[config.mk]
export PLATFORM = sky130hd
export DESIGN_NAME = msrh_lrq_stq_refill_flat
export DESIGN_NICKNAME = d
export VERILOG_FILES = /design/src/rtl/msrh_lsu_pkg.sv /design/src/rtl/msrh_lrq_stq_refill_if.sv /design/src/rtl/msrh_lrq_stq_refill_entry.sv /design/src/rtl/msrh_lrq_stq_refill.sv /design/src/flat_wrapper.sv
export SDC_FILE = /design/constraint.sdc
export NUM_CORES = 2
export LEC_CHECK = 0
export CORE_AREA = 2 2 500 502
export DETAILED_ROUTE_END_ITERATION = 8
export DIE_AREA = 0 0 502 504
export RECOVER_POWER = 50
export SYNTH_ARGS = -nofsm -noshare
export SYNTH_HDL_FRONTEND = slang
export SYNTH_SLANG_ARGS = --single-unit
[constraint.sdc]
create_clock -name i_clk -period 47.8 [get_ports i_clk]
set_input_delay 11.95 -clock i_clk [delete_from_list [all_inputs] [get_ports i_clk]]
set_output_delay 11.95 -clock i_clk [all_outputs]
set_load 0.02 [all_outputs]
[src/rtl/msrh_lsu_pkg.sv]
// Shared types and constants for the store-miss refill queue (LRQ).
// Holds the per-entry state enum, the entry record and small one-hot helpers.
package msrh_lsu_pkg;

  localparam int LRQ_SIZE   = 4;
  localparam int PADDR_W    = 56;
  localparam int LINE_W     = 512;
  localparam int LINE_B_W   = LINE_W / 8;
  localparam int LINE_OFS_W = $clog2(LINE_B_W);
  localparam int LRQ_IDX_W  = $clog2(LRQ_SIZE);

  typedef enum logic [2:0] {
    FREE,
    L2_REQ,
    L2_WAIT,
    L1D_WR,
    RESOLVE
  } lrq_state_t;

  typedef struct packed {
    lrq_state_t         state;
    logic [PADDR_W-1:0] paddr;
    logic [LINE_W-1:0]  data;
  } lrq_entry_t;

  function automatic logic [PADDR_W-1:0] line_align(input logic [PADDR_W-1:0] paddr);
    return {paddr[PADDR_W-1:LINE_OFS_W], {LINE_OFS_W{1'b0}}};
  endfunction

  function automatic logic [LRQ_SIZE-1:0] lowest_oh(input logic [LRQ_SIZE-1:0] vec);
    return vec & (~vec + LRQ_SIZE'(1));
  endfunction

  function automatic logic [LRQ_IDX_W-1:0] oh_to_idx(input logic [LRQ_SIZE-1:0] oh);
    logic [LRQ_IDX_W-1:0] idx;
    idx = '0;
    for (int i = 0; i < LRQ_SIZE; i++) begin
      if (oh[i]) idx = idx | LRQ_IDX_W'(i);
    end
    return idx;
  endfunction

endpackage

[src/rtl/msrh_lrq_stq_refill_if.sv]
// Bundle of store-queue request, L2 request/response, L1D write and resolve signals.
// The refill queue sits on the slave modport; its environment uses master.
interface msrh_lrq_stq_refill_if;
  import msrh_lsu_pkg::*;

  logic                 i_lrq_load;
  logic [PADDR_W-1:0]   i_lrq_paddr;
  logic                 o_lrq_full;
  logic                 o_lrq_conflict;
  logic [LRQ_SIZE-1:0]  o_lrq_index_oh;

  logic                 o_l2_req_valid;
  logic                 i_l2_req_ready;
  logic [PADDR_W-1:0]   o_l2_req_paddr;
  logic [LRQ_IDX_W-1:0] o_l2_req_tag;

  logic                 i_l2_resp_valid;
  logic [LRQ_IDX_W-1:0] i_l2_resp_tag;
  logic [LINE_W-1:0]    i_l2_resp_data;

  logic                 o_l1d_wr_valid;
  logic [PADDR_W-1:0]   o_l1d_wr_paddr;
  logic [LINE_W-1:0]    o_l1d_wr_data;
  logic [LINE_B_W-1:0]  o_l1d_wr_be;
  logic                 i_l1d_wr_conflict;

  logic                 o_lrq_resolve_valid;
  logic [LRQ_SIZE-1:0]  o_lrq_resolve_index_oh;

  modport slave (
    input  i_lrq_load, i_lrq_paddr, i_l2_req_ready, i_l2_resp_valid, i_l2_resp_tag,
           i_l2_resp_data, i_l1d_wr_conflict,
    output o_lrq_full, o_lrq_conflict, o_lrq_index_oh, o_l2_req_valid, o_l2_req_paddr,
           o_l2_req_tag, o_l1d_wr_valid, o_l1d_wr_paddr, o_l1d_wr_data, o_l1d_wr_be,
           o_lrq_resolve_valid, o_lrq_resolve_index_oh
  );

  modport master (
    output i_lrq_load, i_lrq_paddr, i_l2_req_ready, i_l2_resp_valid, i_l2_resp_tag,
           i_l2_resp_data, i_l1d_wr_conflict,
    input  o_lrq_full, o_lrq_conflict, o_lrq_index_oh, o_l2_req_valid, o_l2_req_paddr,
           o_l2_req_tag, o_l1d_wr_valid, o_l1d_wr_paddr, o_l1d_wr_data, o_l1d_wr_be,
           o_lrq_resolve_valid, o_lrq_resolve_index_oh
  );

endinterface

[src/rtl/msrh_lrq_stq_refill_entry.sv]
// One refill entry: FREE -> L2_REQ -> L2_WAIT -> L1D_WR -> RESOLVE -> FREE,
// with the line address and the refill data it carries.
module msrh_lrq_stq_refill_entry
  import msrh_lsu_pkg::*;
(
  input  logic               i_clk,
  input  logic               i_reset,
  input  logic               i_alloc,
  input  logic [PADDR_W-1:0] i_alloc_paddr,
  input  logic               i_l2_req_fire,
  input  logic               i_l2_resp_valid,
  input  logic [LINE_W-1:0]  i_l2_resp_data,
  input  logic               i_l1d_wr_done,
  output lrq_entry_t         o_entry
);

  lrq_state_t         r_state;
  lrq_state_t         w_state_next;
  logic [PADDR_W-1:0] r_paddr;
  logic [LINE_W-1:0]  r_data;
  logic               w_resp_take;

  assign w_resp_take = (r_state == L2_WAIT) && i_l2_resp_valid;

  always_comb begin
    // NOTE: default first so every path assigns w_state_next and no latch is inferred.
    w_state_next = r_state;
    case (r_state)
      FREE:    if (i_alloc)        w_state_next = L2_REQ;
      L2_REQ:  if (i_l2_req_fire)  w_state_next = L2_WAIT;
      L2_WAIT: if (w_resp_take)    w_state_next = L1D_WR;
      L1D_WR:  if (i_l1d_wr_done)  w_state_next = RESOLVE;
      RESOLVE:                     w_state_next = FREE;
      default:                     w_state_next = FREE;
    endcase
  end

  always_ff @(posedge i_clk or posedge i_reset) begin
    // NOTE: non-blocking assignments so all flops sample pre-edge values together.
    if (i_reset) begin
      r_state <= FREE;
      r_paddr <= '0;
    end else begin
      r_state <= w_state_next;
      if (i_alloc) r_paddr <= line_align(i_alloc_paddr);
    end
  end

  // NOTE: the line buffer is not reset; it is only read after a response fills it.
  always_ff @(posedge i_clk) begin
    if (w_resp_take) r_data <= i_l2_resp_data;
  end

  assign o_entry = '{state: r_state, paddr: r_paddr, data: r_data};

endmodule

[src/rtl/msrh_lrq_stq_refill.sv]
// Store-miss refill queue: match/allocate on store-queue misses, then L2 fetch,
// L1D write and resolve broadcast. Optional counters under MSRH_LRQ_PERF_CNT_EN.
module msrh_lrq_stq_refill
  import msrh_lsu_pkg::*;
(
  input logic                  i_clk,
  input logic                  i_reset,
  msrh_lrq_stq_refill_if.slave io_bus
`ifdef MSRH_LRQ_PERF_CNT_EN
  ,
  output logic [31:0]          o_perf_alloc_cnt,
  output logic [31:0]          o_perf_merge_cnt,
  output logic [31:0]          o_perf_full_cnt
`endif
);

  lrq_entry_t          w_entry [LRQ_SIZE];
  logic [LRQ_SIZE-1:0] w_match, w_free, w_l2_req, w_l1d_wr, w_resolve;
  logic [LRQ_SIZE-1:0] w_alloc_oh, w_l2_oh, w_l1d_oh;
  logic [LRQ_SIZE-1:0] r_l2_hold_oh;
  logic [PADDR_W-1:0]  w_req_line;
  logic                w_load, w_hit, w_alloc, w_full, w_l2_fire;

  assign w_req_line = line_align(io_bus.i_lrq_paddr);

  // RESOLVE entries are neither matchable nor free.
  always_comb begin
    w_match   = '0;
    w_free    = '0;
    w_l2_req  = '0;
    w_l1d_wr  = '0;
    w_resolve = '0;
    for (int i = 0; i < LRQ_SIZE; i++) begin
      w_match[i]   = (w_entry[i].state inside {L2_REQ, L2_WAIT, L1D_WR}) &&
                     (w_entry[i].paddr == w_req_line);
      w_free[i]    = (w_entry[i].state == FREE);
      w_l2_req[i]  = (w_entry[i].state == L2_REQ);
      w_l1d_wr[i]  = (w_entry[i].state == L1D_WR);
      w_resolve[i] = (w_entry[i].state == RESOLVE);
    end
  end

  assign w_load     = io_bus.i_lrq_load & ~i_reset;
  assign w_hit      = |w_match;
  assign w_alloc    = w_load & ~w_hit & (|w_free);
  assign w_full     = w_load & ~w_hit & ~(|w_free);
  assign w_alloc_oh = w_alloc ? lowest_oh(w_free) : '0;

  assign io_bus.o_lrq_conflict = w_load & w_hit;
  assign io_bus.o_lrq_full     = w_full;
  assign io_bus.o_lrq_index_oh = (w_load & w_hit) ? lowest_oh(w_match) : w_alloc_oh;

  // A stalled L2 request keeps its entry until accepted, even if a lower index arrives.
  assign w_l2_oh   = (r_l2_hold_oh != '0) ? r_l2_hold_oh : lowest_oh(w_l2_req);
  assign w_l2_fire = (|w_l2_oh) & io_bus.i_l2_req_ready;
  assign w_l1d_oh  = lowest_oh(w_l1d_wr);

  always_ff @(posedge i_clk or posedge i_reset) begin
    if (i_reset) r_l2_hold_oh <= '0;
    else         r_l2_hold_oh <= ((|w_l2_oh) & ~io_bus.i_l2_req_ready) ? w_l2_oh : '0;
  end

  always_comb begin
    io_bus.o_l2_req_paddr = '0;
    io_bus.o_l1d_wr_paddr = '0;
    io_bus.o_l1d_wr_data  = '0;
    for (int i = 0; i < LRQ_SIZE; i++) begin
      io_bus.o_l2_req_paddr = io_bus.o_l2_req_paddr | ({PADDR_W{w_l2_oh[i]}} & w_entry[i].paddr);
      io_bus.o_l1d_wr_paddr = io_bus.o_l1d_wr_paddr | ({PADDR_W{w_l1d_oh[i]}} & w_entry[i].paddr);
      io_bus.o_l1d_wr_data  = io_bus.o_l1d_wr_data  | ({LINE_W{w_l1d_oh[i]}} & w_entry[i].data);
    end
  end

  assign io_bus.o_l2_req_valid         = |w_l2_oh;
  assign io_bus.o_l2_req_tag           = oh_to_idx(w_l2_oh);
  assign io_bus.o_l1d_wr_valid         = |w_l1d_oh;
  assign io_bus.o_l1d_wr_be            = {LINE_B_W{|w_l1d_oh}};
  assign io_bus.o_lrq_resolve_valid    = |w_resolve;
  assign io_bus.o_lrq_resolve_index_oh = w_resolve;

  for (genvar g = 0; g < LRQ_SIZE; g++) begin : g_entry
    msrh_lrq_stq_refill_entry u_entry (
      .i_clk           (i_clk),
      .i_reset         (i_reset),
      .i_alloc         (w_alloc_oh[g]),
      .i_alloc_paddr   (io_bus.i_lrq_paddr),
      .i_l2_req_fire   (w_l2_fire & w_l2_oh[g]),
      .i_l2_resp_valid (io_bus.i_l2_resp_valid && (io_bus.i_l2_resp_tag == LRQ_IDX_W'(g))),
      .i_l2_resp_data  (io_bus.i_l2_resp_data),
      .i_l1d_wr_done   (w_l1d_oh[g] & ~io_bus.i_l1d_wr_conflict),
      .o_entry         (w_entry[g])
    );
  end

`ifdef MSRH_LRQ_PERF_CNT_EN
  always_ff @(posedge i_clk or posedge i_reset) begin
    if (i_reset) begin
      o_perf_alloc_cnt <= '0;
      o_perf_merge_cnt <= '0;
      o_perf_full_cnt  <= '0;
    end else begin
      if (w_alloc && !(&o_perf_alloc_cnt))          o_perf_alloc_cnt <= o_perf_alloc_cnt + 32'd1;
      if (w_load && w_hit && !(&o_perf_merge_cnt))  o_perf_merge_cnt <= o_perf_merge_cnt + 32'd1;
      if (w_full && !(&o_perf_full_cnt))            o_perf_full_cnt  <= o_perf_full_cnt + 32'd1;
    end
  end
`endif

endmodule

[src/flat_wrapper.sv]
// flat-port wrapper written by rule: the top's interface ports become plain ports
module msrh_lrq_stq_refill_flat import msrh_lsu_pkg::*;
  (i_clk, i_reset, io_bus_i_lrq_load, io_bus_i_lrq_paddr, io_bus_i_l2_req_ready, io_bus_i_l2_resp_valid, io_bus_i_l2_resp_tag, io_bus_i_l2_resp_data, io_bus_i_l1d_wr_conflict, io_bus_o_lrq_full, io_bus_o_lrq_conflict, io_bus_o_lrq_index_oh, io_bus_o_l2_req_valid, io_bus_o_l2_req_paddr, io_bus_o_l2_req_tag, io_bus_o_l1d_wr_valid, io_bus_o_l1d_wr_paddr, io_bus_o_l1d_wr_data, io_bus_o_l1d_wr_be, io_bus_o_lrq_resolve_valid, io_bus_o_lrq_resolve_index_oh);
  msrh_lrq_stq_refill_if io_bus_i ();
  input logic i_clk;
  input logic i_reset;
  input wire logic [$bits(io_bus_i.i_lrq_load)-1:0] io_bus_i_lrq_load;
  input wire logic [$bits(io_bus_i.i_lrq_paddr)-1:0] io_bus_i_lrq_paddr;
  input wire logic [$bits(io_bus_i.i_l2_req_ready)-1:0] io_bus_i_l2_req_ready;
  input wire logic [$bits(io_bus_i.i_l2_resp_valid)-1:0] io_bus_i_l2_resp_valid;
  input wire logic [$bits(io_bus_i.i_l2_resp_tag)-1:0] io_bus_i_l2_resp_tag;
  input wire logic [$bits(io_bus_i.i_l2_resp_data)-1:0] io_bus_i_l2_resp_data;
  input wire logic [$bits(io_bus_i.i_l1d_wr_conflict)-1:0] io_bus_i_l1d_wr_conflict;
  output wire logic [$bits(io_bus_i.o_lrq_full)-1:0] io_bus_o_lrq_full;
  output wire logic [$bits(io_bus_i.o_lrq_conflict)-1:0] io_bus_o_lrq_conflict;
  output wire logic [$bits(io_bus_i.o_lrq_index_oh)-1:0] io_bus_o_lrq_index_oh;
  output wire logic [$bits(io_bus_i.o_l2_req_valid)-1:0] io_bus_o_l2_req_valid;
  output wire logic [$bits(io_bus_i.o_l2_req_paddr)-1:0] io_bus_o_l2_req_paddr;
  output wire logic [$bits(io_bus_i.o_l2_req_tag)-1:0] io_bus_o_l2_req_tag;
  output wire logic [$bits(io_bus_i.o_l1d_wr_valid)-1:0] io_bus_o_l1d_wr_valid;
  output wire logic [$bits(io_bus_i.o_l1d_wr_paddr)-1:0] io_bus_o_l1d_wr_paddr;
  output wire logic [$bits(io_bus_i.o_l1d_wr_data)-1:0] io_bus_o_l1d_wr_data;
  output wire logic [$bits(io_bus_i.o_l1d_wr_be)-1:0] io_bus_o_l1d_wr_be;
  output wire logic [$bits(io_bus_i.o_lrq_resolve_valid)-1:0] io_bus_o_lrq_resolve_valid;
  output wire logic [$bits(io_bus_i.o_lrq_resolve_index_oh)-1:0] io_bus_o_lrq_resolve_index_oh;
  assign io_bus_i.i_lrq_load = io_bus_i_lrq_load;
  assign io_bus_i.i_lrq_paddr = io_bus_i_lrq_paddr;
  assign io_bus_i.i_l2_req_ready = io_bus_i_l2_req_ready;
  assign io_bus_i.i_l2_resp_valid = io_bus_i_l2_resp_valid;
  assign io_bus_i.i_l2_resp_tag = io_bus_i_l2_resp_tag;
  assign io_bus_i.i_l2_resp_data = io_bus_i_l2_resp_data;
  assign io_bus_i.i_l1d_wr_conflict = io_bus_i_l1d_wr_conflict;
  assign io_bus_o_lrq_full = io_bus_i.o_lrq_full;
  assign io_bus_o_lrq_conflict = io_bus_i.o_lrq_conflict;
  assign io_bus_o_lrq_index_oh = io_bus_i.o_lrq_index_oh;
  assign io_bus_o_l2_req_valid = io_bus_i.o_l2_req_valid;
  assign io_bus_o_l2_req_paddr = io_bus_i.o_l2_req_paddr;
  assign io_bus_o_l2_req_tag = io_bus_i.o_l2_req_tag;
  assign io_bus_o_l1d_wr_valid = io_bus_i.o_l1d_wr_valid;
  assign io_bus_o_l1d_wr_paddr = io_bus_i.o_l1d_wr_paddr;
  assign io_bus_o_l1d_wr_data = io_bus_i.o_l1d_wr_data;
  assign io_bus_o_l1d_wr_be = io_bus_i.o_l1d_wr_be;
  assign io_bus_o_lrq_resolve_valid = io_bus_i.o_lrq_resolve_valid;
  assign io_bus_o_lrq_resolve_index_oh = io_bus_i.o_lrq_resolve_index_oh;
  msrh_lrq_stq_refill u_core (.i_clk(i_clk), .i_reset(i_reset), .io_bus(io_bus_i));
endmodule
* After elaboration in Yosys (flattened, before gate mapping)
Cells that the tools add are included.
** Storage, ports and cells
- Output and inout port bits :: 703
- Input bits :: 576
- Word-level logic and storage cells :: 163
- Register bits :: 2264
** Operators by class
- Reduce and logical (&&, ||, !) cells :: 31
- Add/sub/neg operators :: 4
- Mux-type cells :: 27
- Bitwise operators :: 49
- Eq/ne operators :: 39
** Operators by type and width (number)
- $and 512x512->512 :: 4
- $or 512x512->512 :: 3
- $and 56x56->56 :: 8
- $or 56x56->56 :: 6
- $eq 50x50->1 :: 4
- $mux 3 :: 16
- $pmux 3 s4 :: 4
- $ne 2x2->1 const B :: 16
- $eq 3x2->1 const B :: 8
- $reduce_or 4->1 :: 5
- $add 4x1->4 const B :: 4
- $and 4x4->4 :: 4
- $mux 4 :: 4
- $not 4->4 :: 4
- $reduce_and 4->1 :: 4
- $and 1x1->1 :: 15
- $eq 3x1->1 const B :: 4
- $eq 3x3->1 const B :: 4
- $logic_and 1x1->1 :: 12
- $logic_not 3->1 :: 4
- $reduce_bool 3->1 :: 4
- $not 1->1 :: 5
- $eq 2x2->1 const B :: 2
- $mux 2 :: 2
- other kinds (4) :: 4

* Logic depth before layout (Yosys ltp)
- Word-level depth :: 10
- Mapped depth :: 9
- Depth with buffers taken out :: 7

* Modules after synthesis
A second synthesis with hierarchy kept.
** Unflattened totals
- Cells, all modules :: 5283
- Area total of the unflattened synthesis :: 88751.4 µm²
** By module, submodules not included
- msrh_lrq_stq_refill_entry :: times used 4, seq. area each 16701.0 µm², area an instance 17654.4 µm², cells an instance 639
- msrh_lrq_stq_refill :: times used 1, seq. area each 100.1 µm², area an instance 18133.6 µm², cells an instance 2727

* Worst setup path before layout
Ideal clock, no wire load.
- Path type :: in2reg
- Start point :: input io_bus_i_l2_resp_tag[1]
- End point :: register u_core.g_entry[0].u_entry.r_data[0] (enable)
- Slack :: -3.823 ns
- Cell stages on the path :: 2
- Arrival :: 49.503 ns
- Library setup time :: 2.119 ns
- Buffers on the path :: 0
- Data required time :: 45.681 ns
- Cell sequence :: or4b_2 -> nor3b_1
** On the way
- Longest elaborated chain between the ends :: 3
** Ends and longest elaborated chain
- from (decl) :: RTL line flat_wrapper.sv:11 : input wire logic [$bits(io_bus_i.i_l2_resp_tag)-1:0] io_bus_i_l2_resp_tag;
- $logic_not 2->1 :: RTL line msrh_lrq_stq_refill.sv:88 : .i_l2_resp_valid (io_bus.i_l2_resp_valid && (io_bus.i_l2_resp_tag == LRQ_IDX_W'(g))),
- $logic_and 1x1->1 :: RTL line msrh_lrq_stq_refill.sv:88
- $logic_and 1x1->1 :: RTL line msrh_lrq_stq_refill_entry.sv:23 : assign w_resp_take = (r_state == L2_WAIT) && i_l2_resp_valid;
- named net u_core.g_entry[0].u_entry.w_resp_take :: RTL line msrh_lrq_stq_refill_entry.sv:21 : logic w_resp_take;
- to (signal assigned) :: RTL line msrh_lrq_stq_refill_entry.sv:51 : if (w_resp_take) r_data <= i_l2_resp_data;
- to (decl) :: RTL line msrh_lrq_stq_refill_entry.sv:20 : logic [LINE_W-1:0] r_data;
The timed path passes the listed nets, and every way through them passes these cells.
A chain may end at the register's enable or synchronous reset.

* Final worst setup path
- Start point :: input i_reset
- End point :: output io_bus_o_lrq_index_oh[1]
** On the way
- Longest elaborated chain between the ends :: 6
- Elaborated cells between the ends (all ways) :: 7
- Classes of those cells :: 2 x mux; 5 x bitwise
** Ends and longest elaborated chain
- from (decl) :: RTL line flat_wrapper.sv:6 : input logic i_reset;
- $not 1->1 (*) :: RTL line msrh_lrq_stq_refill.sv:43 : assign w_load = io_bus.i_lrq_load & ~i_reset;
- $and 1x1->1 (*) :: RTL line msrh_lrq_stq_refill.sv:43
- $and 1x1->1 (2 in series) :: RTL line msrh_lrq_stq_refill.sv:45 : assign w_alloc = w_load & ~w_hit & (|w_free);
- $mux 4 :: RTL line msrh_lrq_stq_refill.sv:47 : assign w_alloc_oh = w_alloc ? lowest_oh(w_free) : '0;
- $mux 4 (*) :: RTL line msrh_lrq_stq_refill.sv:51 : assign io_bus.o_lrq_index_oh = (w_load & w_hit) ? lowest_oh(w_match) : w_alloc_oh;
- to (decl) :: RTL line flat_wrapper.sv:16 : output wire logic [$bits(io_bus_i.o_lrq_index_oh)-1:0] io_bus_o_lrq_index_oh;
Mark *: on every way between the ends. The rest lies on a longest branch, timed or not.

==> results by stage <==
Run status:
- The flow ran to the end, but the final reports show violations.
- The checks that failed: DRC, capacitance limit, slew limit.

Cells and area:
- With fillers left out, the area of the finished cells amounts to 110900 sq um.
- The non-filler instance count after layout is 10530.
- The number of nets at the end of the flow is 7499.
- The layout has 21790 filler cells.
- Compared with the post-synthesis result, the final layout area differs by 26.54%.
- Cells with a size suffix above 1 make up 7.645% of the layout.

Clock tree:
- The buffer count from post-CTS setup fixing is 0.
- The root buffer cell chosen for the clock tree is sky130_fd_sc_hd__clkbuf_16.
- The clock transition at the register clock pins on the worst setup and hold paths after CTS is 0.05 ns.
- The buffer depth of the longest clock path is 3.
- TritonCTS built the clock tree.
- Clock tree synthesis inserted a total of 233 buffers.
- Clock tree synthesis found a total of 2264 sinks.
- Post-CTS repair changed the size of 0 cells.
- The level count of the clock H-tree is 4.
- The number of buffers inserted for hold repair after clock tree synthesis is 0.
- The clock insertion delay at the later pin of the skew report is 0.91 ns.

Critical path:
- STA classifies the critical path endpoint as a primary output.
- In this run the worst setup path begins at i_reset.
- STA puts the critical path data required time at 35.85 ns.
- The launch instance of the worst register-to-register path is u_core.g_entry[3].u_entry.r_state[1].
- The slack of the worst reg-to-reg path is 39.45 ns.
- STA classifies the critical path startpoint as a primary input.
- The capturing instance or port of the critical path is io_bus_o_lrq_index_oh[1].
- Measured in cells, the most critical reg-to-reg path has a length of 6.
- The critical path arrival is 18.92 ns.
- The maximum fanout along the worst path is 75.
- The critical path is of the in -> out type.
- The end of the worst register-to-register path is u_core.g_entry[3].u_entry.r_data[417].

STA:
- Based on the critical path, the design can be clocked at up to 0.03240 GHz.
- The number of hold-slack violations in the final timing report is 0.
- The total setup violations reported at the end of the flow is 0.
- The worst relative slew slack is -179.4%.
- The final worst-path setup slack is 16.93 ns.
- The number of slew-limit violations in the final report is 628.
- The minimum period implied by the final worst setup slack is 30.87 ns.
- The actual transition at the worst max-transition pin is 4.191 ns.
- The portion of the clock cycle consumed by the worst path in the final layout is 64.57%.
- Setup repair after global routing left no endpoint under its margin.
- The final hold slack is 0.5732 ns.
- Summed over all failing endpoints, the final setup total negative slack is 0 ns.
- The clock skew after layout is 0.1205 ns.

Route:
- The aggregate routed wire length is 296500 microns.
- For this run, design rule violations remaining after detail routing come to 1.
- The first detailed-routing pass took 9 iterations.
- After detailed routing, the average wire length per cell comes to 28.16 microns.
- In the routed layout, each cell is associated on average with a via count of 5.406.
- The initial DRC count is 6327.
- The final antenna-violating net count is 0.
- For this block, the via count after detailed routing is 56910.

Floorplanning:
- The number of placed I/O pins is 1279.
- The die width is 502 microns.
- The initial cell density of the core is 35.42%.
- The placeable core area is 247500 sq um.
- The die outline height is 504 microns.
- After floorplanning, the core was divided into 183 placement rows.
- The floorplan die area is 253000 sq um.

Pwr:
- IR analysis of the VDD net gives a maximum drop of 41.48 uV.
- In this run the power density over the cells is 60.23 nW/um^2.
- The analysis attributes to cell leakage a power of 35.63 nW.

Place:
- The pre-CTS setup slack is 18.35 ns.
- The number of input and output port buffers inserted is 1260.
- The weighted congestion at the end of routability-driven global placement is 0.9134.
- Detailed placement finished with a half-perimeter wire length of 192700 microns.
- The total placed instance area is 103100 sq um.
- Once placement completed, the tool counted placed cells totaling 10020.

Global route:
- The number of antenna violations at the first check in global routing was 232.
- The total global-route track usage is 22.55%.
- The largest net degree at the start of global routing is 158.
- The first global-routing pass estimated 414300 microns of wire.
- After global routing the overflow that remains totals 0.
- The via count of the first global-routing pass is 54590.

Synth:
- After synthesis the netlist holds a flip-flop and latch count of 2264.
- The mean instance size in the synthesized netlist is 15.10 sq um.
- The share of flip-flops with an asynchronous set or reset is 9.541%.
- The post-synthesis cell type count is 55.
- The most used flip-flop cell after synthesis is sky130_fd_sc_hd__edfxtp_1.
- The cell count after synthesis is 5804.
- The number of synthesized flops with an enable pin is 2048.
- For this run, the register share of the synthesized area comes to 76.32%.
- The number of warnings printed during yosys synthesis is 0.
- The netlist area before placement is 87670 sq um.

Worst hold path:
- The worst hold path belongs to the class reg -> reg.

Job:
- The count of max-cap constraint violations is 12.
[kinds of logic after synthesis]
| group | after synthesis | synth area share [%] |
|---|---|---|
| XOR/XNOR | 198 | 1.978 |
| flip-flops | 2264 | 76.32 |
| multiplexers | 200 | 2.568 |
| other | 1 | 0.004278 |
| AO/OA/AOI/OAI | 1200 | 9.600 |
| AND/OR/NAND/NOR | 1443 | 6.822 |
| buffers and inverters | 498 | 2.710 |
[routing by layer]
layer | global-route usage [%] | vias up | routed length, microns
met4 | 7.935 | 106 | 11440
met5 | 0 | - | 687
met2 | 36.51 | 2757 | 140400
met1 | 27.79 | 28720 | 113100
met3 | 8.016 | 676 | 30820
li1 | - | 24660 | -
[cells in the mapped netlist (20+ instances only)]
cell | count | share of area, %
sky130_fd_sc_hd__xor2_1 | 85 | 0.85
sky130_fd_sc_hd__buf_4 | 79 | 0.68
sky130_fd_sc_hd__mux2_2 | 108 | 1.4
sky130_fd_sc_hd__nor4_1 | 40 | 0.29
sky130_fd_sc_hd__buf_1 | 28 | 0.12
sky130_fd_sc_hd__clkbuf_1 | 310 | 1.3
sky130_fd_sc_hd__nor3_1 | 20 | 0.11
sky130_fd_sc_hd__nand4_1 | 54 | 0.39
sky130_fd_sc_hd__edfxtp_1 | 2048 | 70
sky130_fd_sc_hd__nor2_1 | 582 | 2.5
sky130_fd_sc_hd__a222oi_1 | 50 | 0.57
sky130_fd_sc_hd__dfrtp_1 | 216 | 6.2
sky130_fd_sc_hd__o21ai_0 | 568 | 3.2
sky130_fd_sc_hd__mux2_1 | 91 | 1.2
sky130_fd_sc_hd__buf_2 | 54 | 0.31
sky130_fd_sc_hd__xnor2_1 | 113 | 1.1
sky130_fd_sc_hd__a221oi_1 | 562 | 5.6
sky130_fd_sc_hd__nand2_1 | 678 | 2.9
[report_power, final]
group          switching (mW)  leakage, nW  internal [mW]
logic                    1.49         10.8          0.918
clock network           0.773         3.71           1.04
registers               0.160         21.1           2.30
[registers in the layout, summed over array words and instances (netlist names)]
| register | count |
|---|---|
| u_core.g_entry.u_entry.r_state | 12 |
| u_core.g_entry.u_entry.r_data | 2048 |
| u_core.r_l2_hold_oh | 4 |
| u_core.g_entry.u_entry.r_paddr | 200 |
[cells in the final DEF, fill, tap and decap left out, types with 3 or more instances in the layout]
master and n:
sky130_fd_sc_hd__dlygate4sd3_1 516, sky130_fd_sc_hd__nor3b_1 6, sky130_fd_sc_hd__nor3_1 17, sky130_fd_sc_hd__clkbuf_1 64
sky130_fd_sc_hd__clkdlybuf4s50_1 744, sky130_fd_sc_hd__xnor2_1 113, sky130_fd_sc_hd__inv_1 7, sky130_fd_sc_hd__nand2_1 678
sky130_fd_sc_hd__nor2_1 581, sky130_fd_sc_hd__clkinv_2 37, sky130_fd_sc_hd__xor2_1 85, sky130_fd_sc_hd__buf_12 8
sky130_fd_sc_hd__nand4b_1 8, sky130_fd_sc_hd__o21ai_1 6, sky130_fd_sc_hd__nand3b_1 5, sky130_fd_sc_hd__bufinv_16 26
sky130_fd_sc_hd__or2_2 3, sky130_fd_sc_hd__o21ai_0 562, sky130_fd_sc_hd__diode_2 81, sky130_fd_sc_hd__clkinv_16 13
sky130_fd_sc_hd__mux2_2 108, sky130_fd_sc_hd__a222oi_1 50, sky130_fd_sc_hd__clkinvlp_4 8, sky130_fd_sc_hd__a2111oi_0 3
sky130_fd_sc_hd__clkbuf_16 233, sky130_fd_sc_hd__nor4_1 40, sky130_fd_sc_hd__dfrtp_1 216, sky130_fd_sc_hd__nand4_1 54
sky130_fd_sc_hd__a221oi_1 562, sky130_fd_sc_hd__a21oi_1 3, sky130_fd_sc_hd__conb_1 12, sky130_fd_sc_hd__buf_4 84
sky130_fd_sc_hd__nor2b_1 10, sky130_fd_sc_hd__nand3_1 9, sky130_fd_sc_hd__clkinv_1 52, sky130_fd_sc_hd__nor4b_1 3
sky130_fd_sc_hd__edfxtp_1 2048, sky130_fd_sc_hd__mux2_1 91
[worst min path at each step]
stage / slack (ns) / start / cells after the start / end
after floorplan: 0.49 / u_core.g_entry[2].u_entry.r_state[2] / 1 / u_core.g_entry[2].u_entry.r_state[1]
after global placement: 0.56 / u_core.g_entry[2].u_entry.r_paddr[52] / 1 / u_core.g_entry[2].u_entry.r_paddr[52]
after detailed placement: 0.56 / u_core.g_entry[0].u_entry.r_paddr[54] / 1 / u_core.g_entry[0].u_entry.r_paddr[54]
after CTS: 0.58 / u_core.g_entry[1].u_entry.r_paddr[13] / 1 / u_core.g_entry[1].u_entry.r_paddr[13]
after global routing: 0.58 / u_core.g_entry[2].u_entry.r_paddr[32] / 1 / u_core.g_entry[2].u_entry.r_paddr[32]
final: 0.57 / u_core.g_entry[1].u_entry.r_paddr[13] / 1 / u_core.g_entry[1].u_entry.r_paddr[13]
[critical path, cell delays in order]
cell and delay (ns):
sky130_fd_sc_hd__dlygate4sd3_1 0.55, sky130_fd_sc_hd__clkinvlp_2 2.72, sky130_fd_sc_hd__nand2_1 1.09, sky130_fd_sc_hd__nor2_1 0.39
sky130_fd_sc_hd__nand4b_4 0.20, sky130_fd_sc_hd__buf_4 0.75, sky130_fd_sc_hd__o21ai_0 0.52, sky130_fd_sc_hd__clkdlybuf4s50_1 0.67
[stage by stage]
stage / utilization [%] / total power [mW]
CTS: 44.76 / 6.734
global placement: 41.65 / 4.906
global route: 44.77 / 6.920
detailed placement: 41.65 / 4.915
finish: 44.82 / 6.682
floorplan: - / 3.676
[final cells by class]
| type | count | area [sq um] | share of cell area (%) |
|---|---|---|---|
| tap | 3330 | 4167 | 3.756 |
| multi-input combinational | 3053 | 18470 | 16.65 |
| clock inverter | 142 | 1687 | 1.520 |
| sequential | 2264 | 66900 | 60.31 |
| inverter | 8 | 31.28 | 0.02820 |
| timing repair buffer | 1363 | 13440 | 12.12 |
| clock buffer | 286 | 6030 | 5.435 |
| antenna | 81 | 202.7 | 0.1827 |
Note: power is estimated with default switching activity, not from simulation.
